===== config.mk =====
export PLATFORM = sky130hd
export DESIGN_NAME = sram_axi_bridge
export DESIGN_NICKNAME = d
export VERILOG_FILES = /design/src/rtl/sram_axi_bridge.sv
export SDC_FILE = /design/constraint.sdc
export NUM_CORES = 1
export LEC_CHECK = 0
export BUFFER_PORTS_ARGS = -buffer_cell sky130_fd_sc_hd__buf_2
export CORE_AREA = 10 10 120 122
export DETAILED_ROUTE_END_ITERATION = 16
export DIE_AREA = 0 0 130 132
export GPL_TIMING_DRIVEN = 0
export PLACE_DENSITY = 0.84
export SYNTH_ARGS = -nofsm -noshare
export SYNTH_HDL_FRONTEND = slang
export SYNTH_SLANG_ARGS = --single-unit

===== constraint.sdc =====
create_clock -name clk -period 2.7 [get_ports clk]
set_clock_uncertainty 0.15 [all_clocks]
set_input_delay 0.405 -clock clk [delete_from_list [all_inputs] [get_ports clk]]
set_output_delay 0.405 -clock clk [all_outputs]
set_load 0.01 [all_outputs]

===== src/rtl/sram_axi_bridge.sv =====
// Bridges the core's SRAM-like fetch and data ports onto one AXI3 master.
// Reads share a single AR channel (data has priority); stores run on AW/W/B.
module sram_axi_bridge #(
    parameter logic [3:0] INST_ID = 4'd0,
    parameter logic [3:0] DATA_ID = 4'd1
) (
    input  logic        clk,
    input  logic        reset,

    input  logic        inst_req,
    input  logic [31:0] inst_addr,
    output logic        inst_addr_ok,
    output logic        inst_data_ok,
    output logic [31:0] inst_rdata,

    input  logic        data_req,
    input  logic        data_wr,
    input  logic [1:0]  data_size,
    input  logic [3:0]  data_wstrb,
    input  logic [31:0] data_addr,
    input  logic [31:0] data_wdata,
    output logic        data_addr_ok,
    output logic        data_data_ok,
    output logic [31:0] data_rdata,

    output logic [3:0]  arid,
    output logic [31:0] araddr,
    output logic [2:0]  arsize,
    output logic        arvalid,
    input  logic        arready,

    input  logic [3:0]  rid,
    input  logic [31:0] rdata,
    input  logic        rvalid,
    output logic        rready,

    output logic [31:0] awaddr,
    output logic [2:0]  awsize,
    output logic        awvalid,
    input  logic        awready,

    output logic [31:0] wdata,
    output logic [3:0]  wstrb,
    output logic        wvalid,
    input  logic        wready,

    input  logic        bvalid,
    output logic        bready
);

    typedef enum logic {AR_IDLE, AR_BUSY} ar_state_t;
    typedef enum logic [1:0] {W_IDLE, W_SEND, W_RESP} w_state_t;

    ar_state_t   ar_state;
    ar_state_t   ar_next;
    w_state_t    w_state;
    w_state_t    w_next;

    logic        inst_pend;
    logic        data_pend;
    logic        wr_pend;
    logic [29:0] wr_addr;

    logic        live;
    logic        raw_hazard;
    logic        load_acc;
    logic        inst_acc;
    logic        store_acc;
    logic        inst_hit;
    logic        data_hit;
    logic        b_hit;
    logic        send_done;

    assign live = ~reset;

    // A fetch must not overtake a pending store to the same word.
    assign raw_hazard = wr_pend & (inst_addr[31:2] == wr_addr);

    assign inst_hit = live & rvalid & (rid == INST_ID) & inst_pend;
    assign data_hit = live & rvalid & (rid == DATA_ID) & data_pend & ~wr_pend;

    assign send_done = (~awvalid | awready) & (~wvalid | wready);

    assign inst_addr_ok = inst_acc;
    assign data_addr_ok = load_acc | store_acc;
    assign inst_data_ok = inst_hit;
    assign data_data_ok = data_hit | b_hit;
    assign inst_rdata   = rdata;
    assign data_rdata   = rdata;
    assign rready       = 1'b1;
    assign bready       = 1'b1;

    always_comb begin
        ar_next  = ar_state;
        arvalid  = 1'b0;
        load_acc = 1'b0;
        inst_acc = 1'b0;
        case (ar_state)
            AR_IDLE: begin
                if (live & data_req & ~data_wr & ~data_pend) begin
                    load_acc = 1'b1;
                    ar_next  = AR_BUSY;
                end else if (live & inst_req & ~inst_pend & ~raw_hazard) begin
                    inst_acc = 1'b1;
                    ar_next  = AR_BUSY;
                end
            end
            AR_BUSY: begin
                arvalid = 1'b1;
                if (arready) begin
                    ar_next = AR_IDLE;
                end
            end
            default: ar_next = AR_IDLE;
        endcase
    end

    always_comb begin
        w_next    = w_state;
        store_acc = 1'b0;
        b_hit     = 1'b0;
        case (w_state)
            W_IDLE: begin
                if (live & data_req & data_wr & ~data_pend & ~load_acc) begin
                    store_acc = 1'b1;
                    w_next    = W_SEND;
                end
            end
            W_SEND: begin
                if (send_done) begin
                    w_next = W_RESP;
                end
            end
            W_RESP: begin
                if (live & bvalid) begin
                    b_hit  = 1'b1;
                    w_next = W_IDLE;
                end
            end
            default: w_next = W_IDLE;
        endcase
    end

    always_ff @(posedge clk) begin
        if (reset) begin
            ar_state  <= AR_IDLE;
            w_state   <= W_IDLE;
            inst_pend <= 1'b0;
            data_pend <= 1'b0;
            wr_pend   <= 1'b0;
            wr_addr   <= '0;
            arid      <= '0;
            araddr    <= '0;
            arsize    <= '0;
            awaddr    <= '0;
            awsize    <= '0;
            awvalid   <= 1'b0;
            wdata     <= '0;
            wstrb     <= '0;
            wvalid    <= 1'b0;
        end else begin
            ar_state <= ar_next;
            w_state  <= w_next;

            if (load_acc) begin
                arid   <= DATA_ID;
                araddr <= data_addr;
                arsize <= {1'b0, data_size};
            end else if (inst_acc) begin
                arid   <= INST_ID;
                araddr <= inst_addr;
                arsize <= 3'd2;
            end

            if (inst_acc) begin
                inst_pend <= 1'b1;
            end else if (inst_hit) begin
                inst_pend <= 1'b0;
            end

            if (load_acc | store_acc) begin
                data_pend <= 1'b1;
            end else if (data_hit | b_hit) begin
                data_pend <= 1'b0;
            end

            if (store_acc) begin
                wr_pend <= 1'b1;
            end else if (b_hit) begin
                wr_pend <= 1'b0;
            end

            // AW and W complete independently; each valid drops on its own ready.
            if (store_acc) begin
                wr_addr <= data_addr[31:2];
                awaddr  <= data_addr;
                awsize  <= {1'b0, data_size};
                wdata   <= data_wdata;
                wstrb   <= data_wstrb;
                awvalid <= 1'b1;
                wvalid  <= 1'b1;
            end else begin
                if (awvalid & awready) begin
                    awvalid <= 1'b0;
                end
                if (wvalid & wready) begin
                    wvalid <= 1'b0;
                end
            end
        end
    end

endmodule

Word level (Yosys, flattened, before mapping):

Index checks and enable logic that the tools add are counted.

* register bits after elaboration: 143
* output and inout port bits: 183

* reduce and logical (&&, ||, !) cells: 9
* bitwise gates (word level): 34
* muxes and demuxes: 33
* eq/ne operators: 7

Operators with widths (count)
* $mux W32: 2
* $eq A30 B30 Y1: 1
* $mux W1: 24
* $and A1 B1 Y1: 20
* $reduce_bool A2 Y1: 6
* $mux W2: 5
* $not A1 Y1: 10
* $ne A2 B2 Y1 const B: 3
* $pmux W2 S3: 1
* $eq A4 B1 Y1 const B: 1
* $logic_not A4 Y1: 1
* $or A1 B1 Y1: 4
* $reduce_and A3 Y1: 1
* $eq A2 B1 Y1 const B: 1
* $eq A2 B2 Y1 const B: 1
* $logic_not A2 Y1: 1
* $pmux W1 S2: 1

Logic depth before layout (Yosys ltp):

* word-level depth: 12
* depth in mapped cells: 8
* mapped depth without buffers: 6

Worst setup path before layout:

Ideal clock, no wire load.

* path kind: input-to-output
* start point: in reset
* end point: out inst_addr_ok
* cell stages on the path: 7
* data arrival time: 1.646 ns
* required time: 2.145 ns
* slack: 0.499 ns
* path through: buf_6 > or4b_1 > a21oi_1 > buf_6 > buf_8 > o21ai_1 > inv_1

* word-level cells in the longest chain between the ends: 7
* elaborated cells on any way between the ends: 10
* those cells by class: mux: 3; bitwise: 7

RTL lines
* start, declared: line 8 `input logic reset,`
* $not A1 Y1 (*): line 74 `assign live = ~reset;`
* $and A1 B1 Y1 (3 in series): line 103 `end else if (live & inst_req & ~inst_pend & ~raw_hazard) begin`
* $mux W1: line 103
* $mux W1 (*): line 100 `if (live & data_req & ~data_wr & ~data_pend) begin`
* $mux W1 (*): line 98 `case (ar_state)`
* end, declared: line 12 `output logic inst_addr_ok,`

Mark *: on every way between the ends. The rest lies on a longest branch, timed or not.

==> flow_metrics.env <==
export IMPL_grt_usage_pct=22.7
export IMPL_grt_pass1_wl_mm=30.4
export IMPL_multi_input_area_mm2=0.00220
export IMPL_arrival_ps=2100
export IMPL_clock_fmax_ghz=0.377
export IMPL_p_seq_share_pct=37.0
export IMPL_first_global_vias=5474
export IMPL_synth_common_cells="nand2_1 (177), dfxtp_1 (113), a21oi_1 (78)"
export IMPL_path_class="register to primary output"
export IMPL_root_buffer="clkbuf_16"
export IMPL_synth_edf_count=0
export IMPL_synth_xor_area_share_pct=5.17
export IMPL_htree_num_levels=4
export IMPL_cts_tree="built"
export IMPL_fin_crit_ps=2650
export IMPL_drive_gt1_share_pct=44.5
export IMPL_synthAdderAreaFrac_pct=0
export IMPL_p_leak_uw=0.00350
export IMPL_synth_simple_area_share_pct=17.8
export IMPL_status="complete, no violations"
export IMPL_grt_max_degree=17
export IMPL_hold_viol=0
export IMPL_final_nets=1077
export IMPL_syn_to_final_growth_pct=46.9
export IMPL_tightest_slew_ps=1270
export IMPL_cts_num_sinks=113
export IMPL_io_buffers=290
export IMPL_diodes=0
export IMPL_setup_viol=0
export IMPL_place_gp_congestion=0.845
export IMPL_yosysTopAreaCellShare_pct=44.5
export IMPL_start_kind="register"
export IMPL_required_ps=2140
export IMPL_slew_viol_final=0
export IMPL_wl_per_cell_um=18.6
export IMPL_layout_setup_ws_ps=46.2
export IMPL_synth_area_top_cells="dfxtp_1 (45%), nand2_1 (13%), buf_4 (10%)"
export IMPL_clock_latency_ps=420
export IMPL_hpwl_mm=16.0
export IMPL_grt_overflow=0
export IMPL_ant_nets=0
export IMPL_firstDrtPassIters=5
export IMPL_hold_path_class="input pin to register"
export IMPL_p_per_area_mw_per_mm2=656
export IMPL_muxShareOfSynthArea_pct=6.30
export IMPL_clockPowerShare_pct=47.7
export IMPL_netlist_area_mm2=0.00508
export IMPL_synth_compound_area_share_pct=11.6
export IMPL_routed_via_density=4.90
export IMPL_first_iter_violations=361
export IMPL_slew_headroom_pct=14.6
export IMPL_pwr_share_comb_pct=15.2
export IMPL_synth_most_common_cell="nand2_1"
export IMPL_period_share_pct=98.3
export IMPL_synth_cells=614
export IMPL_initial_core_util_pct=42.7
export IMPL_dieArea_mm2=0.0172
export IMPL_cts_made_buffers=17
export IMPL_drv_cap=0
export IMPL_yosysTopAreaCell="dfxtp_1"
export IMPL_ys_seq_elements=113
export IMPL_synth_cell_types=33
export IMPL_p_switching_uw=1260
export IMPL_design_core_area_mm2=0.0119
export IMPL_place_ws_ps=55.8
export IMPL_io_pins=331
export IMPL_syn_avg_cell_area_um2=8.28
export IMPL_yosysWarnings=0
export IMPL_rsz0062_at_grt="yes"
export IMPL_drt_total_wl_mm=20.3
export IMPL_critPathMaxFanout=10
export IMPL_via_count=5333
export IMPL_drc_errors=0
export IMPL_clock_path_buffers=2
export IMPL_worstSetupEndpointType="primary output"
export IMPL_antenna_found_initial=1
export IMPL_die_w_um=130
export IMPL_dieHeight_um=132
export IMPL_fillers=1054
export IMPL_synth_seq_area_share_pct=44.5
export IMPL_hold_buffers=0
export IMPL_seqCellArea_mm2=0.00226
export IMPL_ys_flop_type="dfxtp_1"
export IMPL_cts_reportedPaths_clkPinSlew_ps=60
export IMPL_p_int_uw=3630
export IMPL_rows=40
export IMPL_fin_util_pct=62.7
export IMPL_synth_top_family_by_area="simple AND/OR/NAND/NOR gates"
export IMPL_netSwitchingFraction_pct=25.8
export IMPL_synthArstFlopShare_pct=0
export IMPL_ir_drop_uv=438
==> layout by cell type, fill, tap and decap left out, drive strengths merged, types with 5 or more instances in the layout <==
| master | n |
|---|---|
| conb | 7 |
| nand2b | 7 |
| a21oi | 78 |
| nand4 | 7 |
| nor2 | 5 |
| dfxtp | 113 |
| clkbuf | 50 |
| o21ai | 34 |
| buf | 368 |
| mux2i | 32 |
| nand2 | 177 |
| xnor2 | 30 |
==> state kept, by name (all words and copies together) (netlist names) <==
register   cells
wvalid         1
arsize         2
araddr        32
w_state        2
awvalid        1
wdata         32
awsize         2
ar_state       1
wstrb          4
awaddr        32
data_pend      1
arid           1
inst_pend      1
wr_pend        1
==> per-stage QoR <==
step	total power [uW]	std cells	hold slack (ps)	instance area, um^2	setup TNS, ps
floorplan	2230	619	307	5100	0
global placement	2560	1056	289	6740	0
detailed placement	2580	1056	294	6740	0
CTS	4910	1089	33.0	7430	0
global route	5050	1089	60.5	7460	-112
finish	4890	1089	47.0	7460	0
==> final timing paths <==
kind                           from                       to  slack, ps  cells past startpoint
max          awaddr[4]$_SDFFE_PP0P_             inst_addr_ok         50                      9
min                   data_addr[25]  araddr[25]$_SDFFE_PP0P_         50                      3
max reg2reg  data_pend$_SDFFE_PP0P_  araddr[14]$_SDFFE_PP0P_        260                      5
min reg2reg  awsize[1]$_SDFFE_PP0P_   awsize[1]$_SDFFE_PP0P_        300                      2
==> cells by family (layout without fill, tap and decap cells) <==
group	Yosys count	count (layout)
AND/OR/NAND/NOR	213	213
AO/OA/AOI/OAI	116	116
flip-flops	113	113
buffers and inverters	108	431
multiplexers	32	32
XOR/XNOR	30	30
other	2	7
==> critical path: stages, from the launching register on <==
cell and delay [ps]:
dfxtp_1 390, xnor2_2 150, nand4_1 150, nor4_2 310
a21oi_1 120, buf_6 140, buf_8 140, o21ai_2 70
inv_1 60, buf_2 140
==> layout make-up <==
cell class / instances / area share [%]
Tap cell: 147 / 2.46
Inverter: 1 / 0.0503
Sequential cell: 113 / 30.3
Buffer: 107 / 9.81
Clock inverter: 12 / 2.10
Timing Repair Buffer: 291 / 19.5
Clock buffer: 20 / 6.25
Multi-Input combinational cell: 398 / 29.5
==> what timing repair did <==
item,4_1_cts,5_1_grt
setup buffers,1,0
hold endpoints to repair,0,0
pin swaps,7,1
endpoints found under the setup margin,1,2
resized for setup,10,6
==> power by group through the flow <==
| stage | Sequential [uW] | Clock [uW] | Combinational, uW |
|---|---|---|---|
| finish | 1810 | 2340 | 746 |
| global route | 1820 | 2420 | 809 |
| CTS | 1810 | 2360 | 746 |
| detailed placement | 1840 | 0 | 732 |
| global placement | 1840 | 0 | 720 |
| floorplan | 1880 | 0 | 355 |
==> routing by layer <==
layer | global-route usage [%] | part of all wire, %
met1 | 24.7 | 38
met2 | 40.0 | 52
met3 | 7.76 | 9.2
met4 | 7.12 | 1.1
met5 | 0 | 0.064
Note: power is estimated with default switching activity, not from simulation.
